File: src/rtl/frame_pixel_streamer_pkg.sv
// frame_pixel_streamer_pkg: shared constants, FSM states and stream beat type for the convolution pipeline
package frame_pixel_streamer_pkg;
  localparam int PIX_W_DEF = 8;
  localparam int ADDR_W_DEF = 16;
  localparam int FRAME_WIDTH = 256;
  localparam int FRAME_HEIGHT = 256;
  typedef enum logic [1:0] {S_IDLE, S_FETCH, S_DRAIN, S_DONE} state_t;
  typedef struct packed {
    logic [PIX_W_DEF-1:0] pixel;
    logic [ADDR_W_DEF-1:0] addr;
    logic sol;
    logic eof;
  } beat_t;
endpackage

File: src/rtl/stream_skid_fifo.sv
// stream_skid_fifo: small circular buffer of stream beats; head reads as zero while empty
module stream_skid_fifo
  import frame_pixel_streamer_pkg::*;
#(
  parameter int DEPTH = 2
) (
  input  logic clk,
  input  logic rst,
  input  logic push,
  input  beat_t din,
  input  logic pop,
  output beat_t head,
  output logic [$clog2(DEPTH+1)-1:0] count
);
  localparam int PW = DEPTH > 1 ? $clog2(DEPTH) : 1;
  localparam int CW = $clog2(DEPTH + 1);
  beat_t mem [DEPTH];
  logic [PW-1:0] wp, rp;
  assign head = count != '0 ? mem[rp] : '0;
  // storage write; the producer's credit scheme must never push into a full buffer
  always_ff @(posedge clk) begin
    if (push) mem[wp] <= din;
    if (push && !pop) assert (count != CW'(DEPTH));
  end
  // pointer and occupancy tracking
  always_ff @(posedge clk or posedge rst)
    if (rst) begin
      wp <= '0;
      rp <= '0;
      count <= '0;
    end else begin
      if (push) wp <= wp == PW'(DEPTH - 1) ? '0 : wp + 1'b1;
      if (pop) rp <= rp == PW'(DEPTH - 1) ? '0 : rp + 1'b1;
      count <= count + CW'(push) - CW'(pop);
    end
endmodule

File: src/rtl/frame_pixel_streamer.sv
// frame_pixel_streamer: raster-order frame reader emitting pixel+address beats on a valid/ready stream
module frame_pixel_streamer
  import frame_pixel_streamer_pkg::*;
#(
  parameter int WIDTH = FRAME_WIDTH,
  parameter int HEIGHT = FRAME_HEIGHT,
  parameter int PIX_W = PIX_W_DEF,
  parameter int ADDR_W = ADDR_W_DEF,
  parameter int BUF_DEPTH = 2
) (
  input  logic clk,
  input  logic rst,
  input  logic start,
  output logic busy,
  output logic done,
  output logic mem_rd_en,
  output logic [ADDR_W-1:0] mem_rd_addr,
  input  logic [PIX_W-1:0] mem_rd_data,
  output logic out_valid,
  input  logic out_ready,
  output logic [PIX_W-1:0] out_pixel,
  output logic [ADDR_W-1:0] out_addr,
  output logic out_sol,
  output logic out_eof
);
  localparam int N = WIDTH * HEIGHT;
  localparam int OW = $clog2(BUF_DEPTH + 1);
  state_t state;
  logic [ADDR_W:0] rd_idx;
  logic [ADDR_W-1:0] x, y, pend_addr;
  logic inflight, pend_sol, pend_eof, rd_go, pop, last_col, last_row;
  logic [OW-1:0] occ;
  beat_t head, din;
  stream_skid_fifo #(.DEPTH(BUF_DEPTH)) u_fifo (
    .clk(clk),
    .rst(rst),
    .push(inflight),
    .din(din),
    .pop(pop),
    .head(head),
    .count(occ)
  );
  // read credit: never let buffered plus in-flight beats exceed the buffer once this cycle's pop is counted
  always_comb begin
    out_valid = occ != '0;
    pop = out_valid && out_ready;
    last_col = x == ADDR_W'(WIDTH - 1);
    last_row = y == ADDR_W'(HEIGHT - 1);
    rd_go = state == S_FETCH && rd_idx < (ADDR_W+1)'(N) &&
            (32'(occ) + 32'(inflight) - 32'(pop)) < 32'(BUF_DEPTH);
    mem_rd_en = rd_go;
    mem_rd_addr = rd_go ? rd_idx[ADDR_W-1:0] : '0;
    din = '{pixel: mem_rd_data, addr: pend_addr, sol: pend_sol, eof: pend_eof};
    out_pixel = head.pixel;
    out_addr = head.addr;
    out_sol = head.sol;
    out_eof = head.eof;
  end
  // frame sequencing with raster x/y counters advanced per issued read
  always_ff @(posedge clk or posedge rst)
    if (rst) begin
      state <= S_IDLE;
      busy <= 1'b0;
      done <= 1'b0;
      rd_idx <= '0;
      x <= '0;
      y <= '0;
    end else begin
      done <= 1'b0;
      case (state)
        S_IDLE: if (start) begin
          state <= S_FETCH;
          busy <= 1'b1;
          rd_idx <= '0;
          x <= '0;
          y <= '0;
        end
        S_FETCH: if (rd_go) begin
          rd_idx <= rd_idx + 1'b1;
          x <= last_col ? '0 : x + 1'b1;
          y <= last_col ? (last_row ? '0 : y + 1'b1) : y;
          if (rd_idx == (ADDR_W+1)'(N - 1)) state <= S_DRAIN;
        end
        S_DRAIN: if (!inflight && occ == OW'(pop)) begin
          state <= S_DONE;
          done <= 1'b1;
        end
        default: begin
          state <= S_IDLE;
          busy <= 1'b0;
        end
      endcase
    end
  // beat metadata travels alongside the one-cycle memory read
  always_ff @(posedge clk or posedge rst)
    if (rst) begin
      inflight <= 1'b0;
      pend_addr <= '0;
      pend_sol <= 1'b0;
      pend_eof <= 1'b0;
    end else begin
      inflight <= rd_go;
      if (rd_go) begin
        pend_addr <= rd_idx[ADDR_W-1:0];
        pend_sol <= x == '0;
        pend_eof <= last_col && last_row;
      end
    end
endmodule
File: config.mk
export PLATFORM = sky130hd
export DESIGN_NAME = frame_pixel_streamer
export DESIGN_NICKNAME = d
export VERILOG_FILES = /design/src/rtl/frame_pixel_streamer_pkg.sv /design/src/rtl/stream_skid_fifo.sv /design/src/rtl/frame_pixel_streamer.sv
export SDC_FILE = /design/constraint.sdc
export NUM_CORES = 1
export LEC_CHECK = 0
export CORE_ASPECT_RATIO = 1.1
export CORE_MARGIN = 2
export CORE_UTILIZATION = 24
export DETAILED_ROUTE_END_ITERATION = 12
export PLACE_DENSITY = 0.49
export SETUP_SLACK_MARGIN = 0.1
export SKIP_CTS_REPAIR_TIMING = 1
export SYNTH_ARGS = -nofsm -noshare
export SYNTH_HDL_FRONTEND = slang
export SYNTH_SLANG_ARGS = --single-unit
File: constraint.sdc
create_clock -name clk -period 4.4 [get_ports clk]
set_input_delay 0.88 -clock clk [delete_from_list [all_inputs] [get_ports clk]]
set_output_delay 0.88 -clock clk [all_outputs]
set_load 0.02 [all_outputs]
# Word level (Yosys, flattened, before mapping)
# Memories as Yosys holds them, arrays and structs flattened.
# Index checks and enable logic that the tools add are counted.
[op_classes] addsub=9 mul=0 div=0 n_lt_le_gt_ge=2 eq_ne=11 shift=0 muxes=26 n_bitwise=1 n_reduce_logical=15
[ops] operator="$mux 16" count=7
[ops] operator="$pmux 16 s2" count=2
[ops] operator="$mux 17" count=2
[ops] operator="$pmux 17 s2" count=1
[ops] operator="$add 16x1->16 const B" count=2
[ops] operator="$eq 16x8->1 const B" count=2
[ops] operator="$lt 32x2->1 const B" count=1
[ops] operator="$mux 26" count=1
[ops] operator="$add 17x1->17 const B" count=1
[ops] operator="$eq 17x16->1 const B" count=1
[ops] operator="$lt 17x17->1 const B" count=1
[ops] operator="$logic_not 16->1" count=1
[ops] operator="$mux 2" count=4
[ops] operator="$ne 2x2->1 const B" count=4
[ops] operator="$reduce_and 4->1" count=2
[ops] operator="$mux 1" count=7
[ops] operator="$pmux 2 s3" count=1
[ops] operator="$logic_and 1x1->1" count=5
[ops] operator="$reduce_bool 2->1" count=2
[ops] operator="$sub 3x1->4" count=1
[ops] operator="$add 2x1->3" count=1
[ops] operator="$reduce_and 3->1" count=1
[ops] operator="$add 1x1->1 const B" count=2
[ops] operator="$add 2x1->2" count=1
[ops] operator="11 further kinds" count=11
[word_totals] ff_bits=76 latch_bits=0 ram_bits=52 mem_bits_ro=0 inputBits=12 out_inout_bits=46 word_cells=78 memories=1
[mem_list] memory="u_fifo.mem" depth=2 width=26 rd=1 rd_ports_with_merged_regs=0 wr=1 line_no="stream_skid_fifo.sv:17" source="beat_t mem [DEPTH];"

# Depth between registers and ports, before layout
# Gate-level depths: netlist of run 1.
[logic_depth] word_depth=7 depth_mapped=15

# Cells and area by module
# Synthesis of run 1 repeated with hierarchy kept, for this count alone.
[hier_totals] hier_cells=530 hier_area_um2=6063.3
[modules_own_cells] mod="frame_pixel_streamer" n_inst=1 cells_each=405 area_per_inst_um2=3887.5 seq_area_each_um2=1801.7
[modules_own_cells] mod="stream_skid_fifo" n_inst=1 cells_each=125 area_per_inst_um2=2175.8 seq_area_each_um2=1661.6

# Worst setup path before layout of run 1
# OpenSTA, ideal clock, no wires.
[synth_timing] kind="input to register" startpoint="input port out_ready" endpoint="register y[11]" setup_ns=0.095 arrival_time_ns=3.548 path_slack_ns=0.756 path_stages=15 path_cell_list="nand2_1 nor2_1 or2_2 ha_1 inv_1 fa_1 and3b_1 clkbuf_1 nand2_1 inv_1 nand2_1 or3_1 clkbuf_1 buf_2 o31ai_1"
[synth_via] elab_chain_cells=6
[synth_lines] item="start: declaration" line_no="frame_pixel_streamer.sv:20" source="input logic out_ready,"
[synth_lines] item="$logic_and 1x1->1" line_no="frame_pixel_streamer.sv:46" source="pop = out_valid && out_ready;"
[synth_lines] item="$sub 3x1->4" line_no="frame_pixel_streamer.sv:50" source="(32'(occ) + 32'(inflight) - 32'(pop)) < 32'(BUF_DEPTH);"
[synth_lines] item="$lt 32x2->1" line_no="frame_pixel_streamer.sv:50"
[synth_lines] item="$logic_and 1x1->1" line_no="frame_pixel_streamer.sv:49" source="rd_go = state == S_FETCH && rd_idx < (ADDR_W+1)'(N) &&"
[synth_lines] item="named net mem_rd_en" line_no="frame_pixel_streamer.sv:16" source="output logic mem_rd_en,"
[synth_lines] item="$ne 2x2->1 (no source line)"
[synth_lines] item="$reduce_and 4->1 (no source line)"
[synth_lines] item="end signal: assignment" line_no="frame_pixel_streamer.sv:81" source="y <= last_col ? (last_row ? '0 : y + 1'b1) : y;"
[synth_lines] item="end: declaration" line_no="frame_pixel_streamer.sv:30" source="logic [ADDR_W-1:0] x, y, pend_addr;"
# The timed path passes the listed nets, and every way through them passes these cells.
# A chain may end at the register's enable or synchronous reset.

# Worst setup path in the final report of run 1
[layout_timing] startpoint="input port out_ready" endpoint="output port mem_rd_en"
[layout_via] elab_chain_cells=4
[layout_lines] item="$logic_and 1x1->1" line_no="frame_pixel_streamer.sv:46"
[layout_lines] item="$sub 3x1->4" line_no="frame_pixel_streamer.sv:50"
[layout_lines] item="$lt 32x2->1" line_no="frame_pixel_streamer.sv:50"
[layout_lines] item="$logic_and 1x1->1" line_no="frame_pixel_streamer.sv:49"
[layout_lines] item="end: declaration" line_no="frame_pixel_streamer.sv:16"
# No other way between the ends.

==> impl_results.md, run 1 <==
* Number of synthesis warnings at 0
* DRC Markers at 0
* DR pass1 iterations at 5
* Vias in the first global route at 4591
* Max VDD drop at 0.0002420 V
* Critical path arrival at 3310 ps
* Hpwl dp at 10210 um
* Largest net degree at the start of global routing at 31
* Final Critical Period at roughly 4200 ps
* Fillers at 2556
* Setup TNS Final at 0 ps
* Share of layout cells above drive strength 1 at 0.1137
* DR iter-0 viols at roughly 320
* Synthesized Nets at 586
* Tcrit/Tclk final at 0.9525
* Synth Flop Type: dfrtp_1
* Total die area at roughly 0.027 mm2
* Gpl congestion at 0.7550
* Setup-failing EPs final at 0
* Row cnt at 61
* Top post-synthesis cells by count: dfrtp_1 (76), nor2_1 (69), edfxtp_1 (52)
* CTS clk-pin slew, worst paths at 70 ps
* Post-synth top area cell: dfrtp_1
* Placed cell areas at 0.007142 mm2
* Core Area at approximately 0.025 mm2
* Worst Path Max Fanout at 13
* Clock Sinks at 128
* Antenna violations before repair at 0
* Hold Path Class: reg2reg
* Total of max-cap violations at 0
* Fmax at between 0.2 and 0.25 GHz
* Post-synth EDFFs at 52
* Req. time, crit path at 3520 ps
* Clock root cell: clkbuf_16
* Htree depth at 4
* PwrDens at 335.9 mW/mm2
* Pre-CTS WS at -125.6 ps
* Total GRT Usage at 0.1202
* # nets final at 661
* Num CTS Buffers at 17
* Clock buffer depth at 2
* Most common cell in the netlist: dfrtp_1
* IO Count at 58
* Share of the synthesized area in the top cell type at 0.3124
* Initial Utilization at 0.2424
* Setup ws final at 209.1 ps
* Netlist cell types at 55
* Cell area after layout at roughly 0.0078 mm2
* First-pass GRT wire length at 24800 um
* Final hold viol count at 0
* Die height at 171.0 um
* Total gr overflow at 0
* Clock Latency Late Sink at 430 ps
* Final WL at 15270 um
* Vias at between 4000 and 5000
* Synth Area per Inst at 10.81 um2
* Vias/cell at 4.701
* Gate Count Post-Synth at 563
* CTS tree: built
* Post-route antenna net violation count at 0
* DR WL/cell at 15.81 um
* Outcome: complete, no violations
* Post-Syn Area at 0.006087 mm2
* Post-layout power at 2.622 mW
* Post-synth ARST share at 0.5938
* Cell Count Post-Placement at 932
* RSZ-0062 raised after global routing: true
* Critical Path Start Type: input pin
* Slew HR at 0.4954
* Final Instance Count excl. Fillers at 966
* Worst slew pin tran at 756.7 ps
* Clk_skew at 13.47 ps
* Sequential cell area fraction in the yosys report at 0.5690
* Flops & latches, synth at 128
* Crit end category: output port
* Synth-to-layout area growth at 28.22%
* Die width at 155.8 um
* Fin. max-slew vios at 0
* Synth top area cells: dfrtp_1 (31%), edfxtp_1 (26%), mux2i_1 (4.9%)
* Critical path type: in2out
* LEAKAGE at 3.512 nW
* Diodes inserted at 0
* I/O Buffers at 57
## per-stage QoR
stage / util / hold slack [ps]
finish: 0.3108 / 466.2
global route: 0.3108 / 484.5
CTS: 0.3070 / 466.3
detailed placement: 0.2844 / 454.9
global placement: 0.2844 / 453.1
floorplan: - / 440.3
## power breakdown
part	switching [mW]	internal [mW]
Clock	0.603	0.749
Combinational	0.0210	0.0103
Sequential	0	1.24
## final cells by class
cell class | instances | area (um2) | area share
timing repair buffer | 86 | 859.6 | 0.1101
sequential | 128 | 3463 | 0.4437
clock inverter | 15 | 142.6 | 0.01828
clock buffer | 17 | 425.4 | 0.05450
multi-input combinational | 384 | 2436 | 0.3121
inverter | 21 | 83.83 | 0.01074
tap | 315 | 394.1 | 0.05050
## logic make-up (layout without fill, tap and decap cells)
kind of cell,count (synthesis),count (layout),synth area share
compound gates,99,99,0.1124
xor+xnor,14,14,0.02014
fa+ha+maj,11,11,0.02384
buf+inv,51,139,0.03330
flops,128,128,0.5690
mux,32,32,0.05303
simple gates,228,228,0.1883
## state kept, by name, summed over array words and instances (netlist names)
name          cells
u_fifo.mem       52
rd_idx           17
pend_addr        16
x                16
y                16
state             2
u_fifo.count      2
busy              1
done              1
inflight          1
pend_eof          1
pend_sol          1
u_fifo.rp         1
u_fifo.wp         1
## worst max-delay path, cell delays in order
cell,delay [ps]
clkdlybuf4s50_1,510
nor2b_1,60
or2_2,290
ha_1,180
inv_1,70
fa_1,430
and3b_1,240
nand2_2,170
buf_12,170
clkinvlp_4,130
buf_4,180
## cell usage in the layout, fill, tap and decap left out, types with 6 or more instances in the layout
cell type,netlist,routed
dfrtp_1,76,76
nor2_1,69,68
edfxtp_1,52,52
clkdlybuf4s50_1,0,40
nand2_1,40,39
mux2i_1,30,30
o21ai_0,30,30
nand3_1,28,28
and3_1,27,27
buf_4,0,27
inv_1,21,19
a21o_1,19,19
clkbuf_16,0,18
dlymetal6s2s_1,0,16
nand4_1,15,15
o31ai_1,12,12
ha_1,10,10
xor2_1,9,9
nor3_1,9,9
o41ai_1,7,6
a31oi_1,6,6
inv_6,0,6
## path summary, 6_finish.rpt
| path | startpoint | end | slack (ps) | cells after the start |
|---|---|---|---|---|
| max | out_ready | mem_rd_en | 210 | 11 |
| min | pend_addr[5] | u_fifo.mem[0][7] | 470 | 0 |
| max reg2reg | u_fifo.count[1] | y[8] | 940 | 14 |
| min reg2reg | pend_addr[5] | u_fifo.mem[0][7] | 470 | 0 |
| max in group asynchronous | rst | rd_idx[2] | 2890 | 3 |
| min in group asynchronous | rst | y[12] | 760 | 2 |
## layer usage
| metal | vias up | global-route usage | part of all wire |
|---|---|---|---|
| li1 | 2203 | - | - |
| met1 | 2234 | 0.1416 | 0.44 |
| met2 | 84 | 0.2099 | 0.50 |
| met3 | 20 | 0.03116 | 0.035 |
| met4 | 0 | 0.04587 | 0.020 |
| met5 | - | 0 | 0 |
(Power assumes the default switching activity.)
==> run 2, diff against run 1 <==
--- a/config.mk
+++ b/config.mk
@@ -5,11 +5,12 @@
 export SDC_FILE = /design/constraint.sdc
 export NUM_CORES = 1
 export LEC_CHECK = 0
+export CAP_MARGIN = 20
 export CORE_ASPECT_RATIO = 1.1
 export CORE_MARGIN = 2
-export CORE_UTILIZATION = 24
+export CORE_UTILIZATION = 57
 export DETAILED_ROUTE_END_ITERATION = 12
-export PLACE_DENSITY = 0.49
+export PLACE_DENSITY = 0.88
 export SETUP_SLACK_MARGIN = 0.1
 export SKIP_CTS_REPAIR_TIMING = 1
 export SYNTH_ARGS = -nofsm -noshare
==> impl_results.md, run 2 (synthesized netlist as in run 1, its figures left out) <==
* Commonest cells after routing, fill and taps aside: dfrtp_1 (76), nor2_1 (68), edfxtp_1 (52) (unchanged)
* Final hold viol count at 0 (unchanged)
* Final Critical Period at 4231 ps (was 4191 ps)
* Fin. max-slew vios at 0 (unchanged)
* Commonest non-fill, non-tap cell in the layout: dfrtp_1 (unchanged)
* RSZ-0062 raised after global routing: true (unchanged)
* Final core occ at 0.7184 (was 0.3108)
* Post-layout power at 2.599 mW (was 2.622 mW)
* Clock Sinks at 128 (unchanged)
* Gpl congestion at 0.9233 (was 0.7550)
* Internal power at 1.994 mW (was 1.997 mW)
* Num CTS Buffers at 17 (unchanged)
* Sequential power share at 0.476 (was 0.472)
* Sw frac at 0.2326 (was 0.2382)
* Die height at 112.4 um (was 171.0 um)
* Critical path arrival at 3350 ps (was 3310 ps)
* Vias at 4861 (was 4541)
* Setup-failing EPs final at 0 (unchanged)
* I/O Buffers at 57 (unchanged)
* Vias/cell at 6.138 (was 4.701)
* Outcome: complete, no violations (unchanged)
* Tcrit/Tclk final at 0.9615 (was 0.9525)
* # nets final at 659 (was 661)
* Die width at 102.5 um (was 155.8 um)
* LEAKAGE at 3.346 nW (was 3.512 nW)
* CTS tree: built (unchanged)
* Crit end category: output port (unchanged)
* Fin Hold WS at 478.7 ps (was 466.2 ps)
* CTS clk-pin slew, worst paths at 60 ps (was 70 ps)
* Max reg flops at 52 (unchanged)
* Clock group share of total power at 0.512 (was 0.516)
* Total of max-cap violations at 0 (unchanged)
* Hold Path Class: reg2reg (unchanged)
* Total gr overflow at 0 (unchanged)
* Worst stage delay on the critical path at 520 ps (was 510 ps)
* Pre-CTS WS at -202.0 ps (was -125.6 ps)
* Final WL at 14290 um (was 15270 um)
* DR WL/cell at 18.04 um (was 15.81 um)
* PwrDens at 348.0 mW/mm2 (was 335.9 mW/mm2)
* Post-route antenna net violation count at 0 (unchanged)
* Diodes inserted at 0 (unchanged)
* Core Area at 0.01039 mm2 (was 0.02511 mm2)
* Antenna violations before repair at 0 (unchanged)
* Hpwl dp at 9218 um (was 10210 um)
* Row cnt at 39 (was 61)
* First-pass GRT wire length at 23140 um (was 24800 um)
* Cell area after layout at 0.007467 mm2 (was 0.007805 mm2)
* Vias in the first global route at 4775 (was 4591)
* Clock buffer depth at 2 (unchanged)
* Switching power at 0.6044 mW (was 0.6245 mW)
* Total die area at 0.01152 mm2 (was 0.02665 mm2)
* Critical path type: in2out (unchanged)
* Fmax at 0.2364 GHz (was 0.2386 GHz)
* Worst slew pin tran at 782.2 ps (was 756.7 ps)
* Slowest stage cell, crit path: fa_1 (was clkdlybuf4s50_1)
* IO Count at 58 (unchanged)
* Clk_skew at 8.203 ps (was 13.47 ps)
* Critical Path Start Type: input pin (unchanged)
* Worst path cell trace: clkdlybuf4s50_1 > nand2_1 > nor2_1 > or2_2 > ha_1 > inv_1 > fa_1 > and3b_2 > buf_4 > and3_1 > dlymetal6s2s_1 (was clkdlybuf4s50_1 > nor2b_1 > or2_2 > ha_1 > inv_1 > fa_1 > and3b_1 > nand2_2 > buf_12 > clkinvlp_4 > buf_4)
* Max VDD drop at 0.0003109 V (was 0.0002420 V)
* Initial Utilization at 0.5857 (was 0.2424)
* Req. time, crit path at 3520 ps (about the same)
* Worst Path Max Fanout at 6 (was 13)
* Combinational share of power at 0.012 (about the same)
* Setup TNS Final at 0 ps (unchanged)
* DR iter-0 viols at 580 (was 322)
* Setup ws final at 169.4 ps (was 209.1 ps)
* Clock Latency Late Sink at 420 ps (was 430 ps)
* Total GRT Usage at 0.2590 (was 0.1202)
* Synth-to-layout area growth at 22.67% (was 28.22%)
* Reg with most FFs: u_fifo.mem (unchanged)
* Biggest regs: u_fifo.mem x52, rd_idx x17 (unchanged)
* Share of layout cells above drive strength 1 at 0.1202 (was 0.1137)
* DRC Markers at 0 (unchanged)
* Clock root cell: clkbuf_16 (unchanged)
* DR pass1 iterations at 8 (was 5)
* Htree depth at 4 (unchanged)
* Largest net degree at the start of global routing at 33 (was 31)
* Cell Count Post-Placement at 759 (was 932)
* Slew HR at 0.4775 (was 0.4954)
* Placed cell areas at 0.006913 mm2 (was 0.007142 mm2)
* Final Instance Count excl. Fillers at 792 (was 966)
run 2: power by group through the flow:
stage | clock, mW | combinational, mW | sequential (mW)
detailed placement | 0 | 0.0302 | 1.26
floorplan | 0 | 0.0117 | 1.26
finish | 1.33 | 0.0299 | 1.24
global placement | 0 | 0.0295 | 1.26
global route | 1.39 | 0.0336 | 1.24
CTS | 1.34 | 0.0306 | 1.24
run 2: final timing paths:
path,to,cells past startpoint,slack (ps),start
setup / recovery,mem_rd_addr[4],11,170,out_ready
hold / removal,u_fifo.mem[1][17],0,480,pend_addr[15]
setup reg to reg,y[8],13,920,u_fifo.count[1]
hold reg to reg,u_fifo.mem[1][17],0,480,pend_addr[15]
max in group asynchronous,pend_addr[4],3,2750,rst
min in group asynchronous,rd_idx[14],2,880,rst
run 2: area by class of cell:
type,count,area [um2]
sequential,128,3463
multi-input combinational,384,2427
fill,662,2927
tap,143,178.9
clock inverter,15,137.6
inverter,21,78.83
timing repair buffer,84,755.7
clock buffer,17,425.4
run 2: critical path, delay by kind of cell:
family        cells  cell delay [ps]
fa+ha+maj         2              660
buf+inv           4              990
simple gates      5              800
run 2: layer usage:
| layer | GRT usage | routed length (um) | vias to the layer above |
|---|---|---|---|
| met2 | 0.4514 | 7536 | 236 |
| met5 | 0 | 0 | - |
| met3 | 0.05915 | 901 | 42 |
| li1 | - | - | 2209 |
| met1 | 0.3128 | 5577 | 2374 |
| met4 | 0.09067 | 276 | 0 |
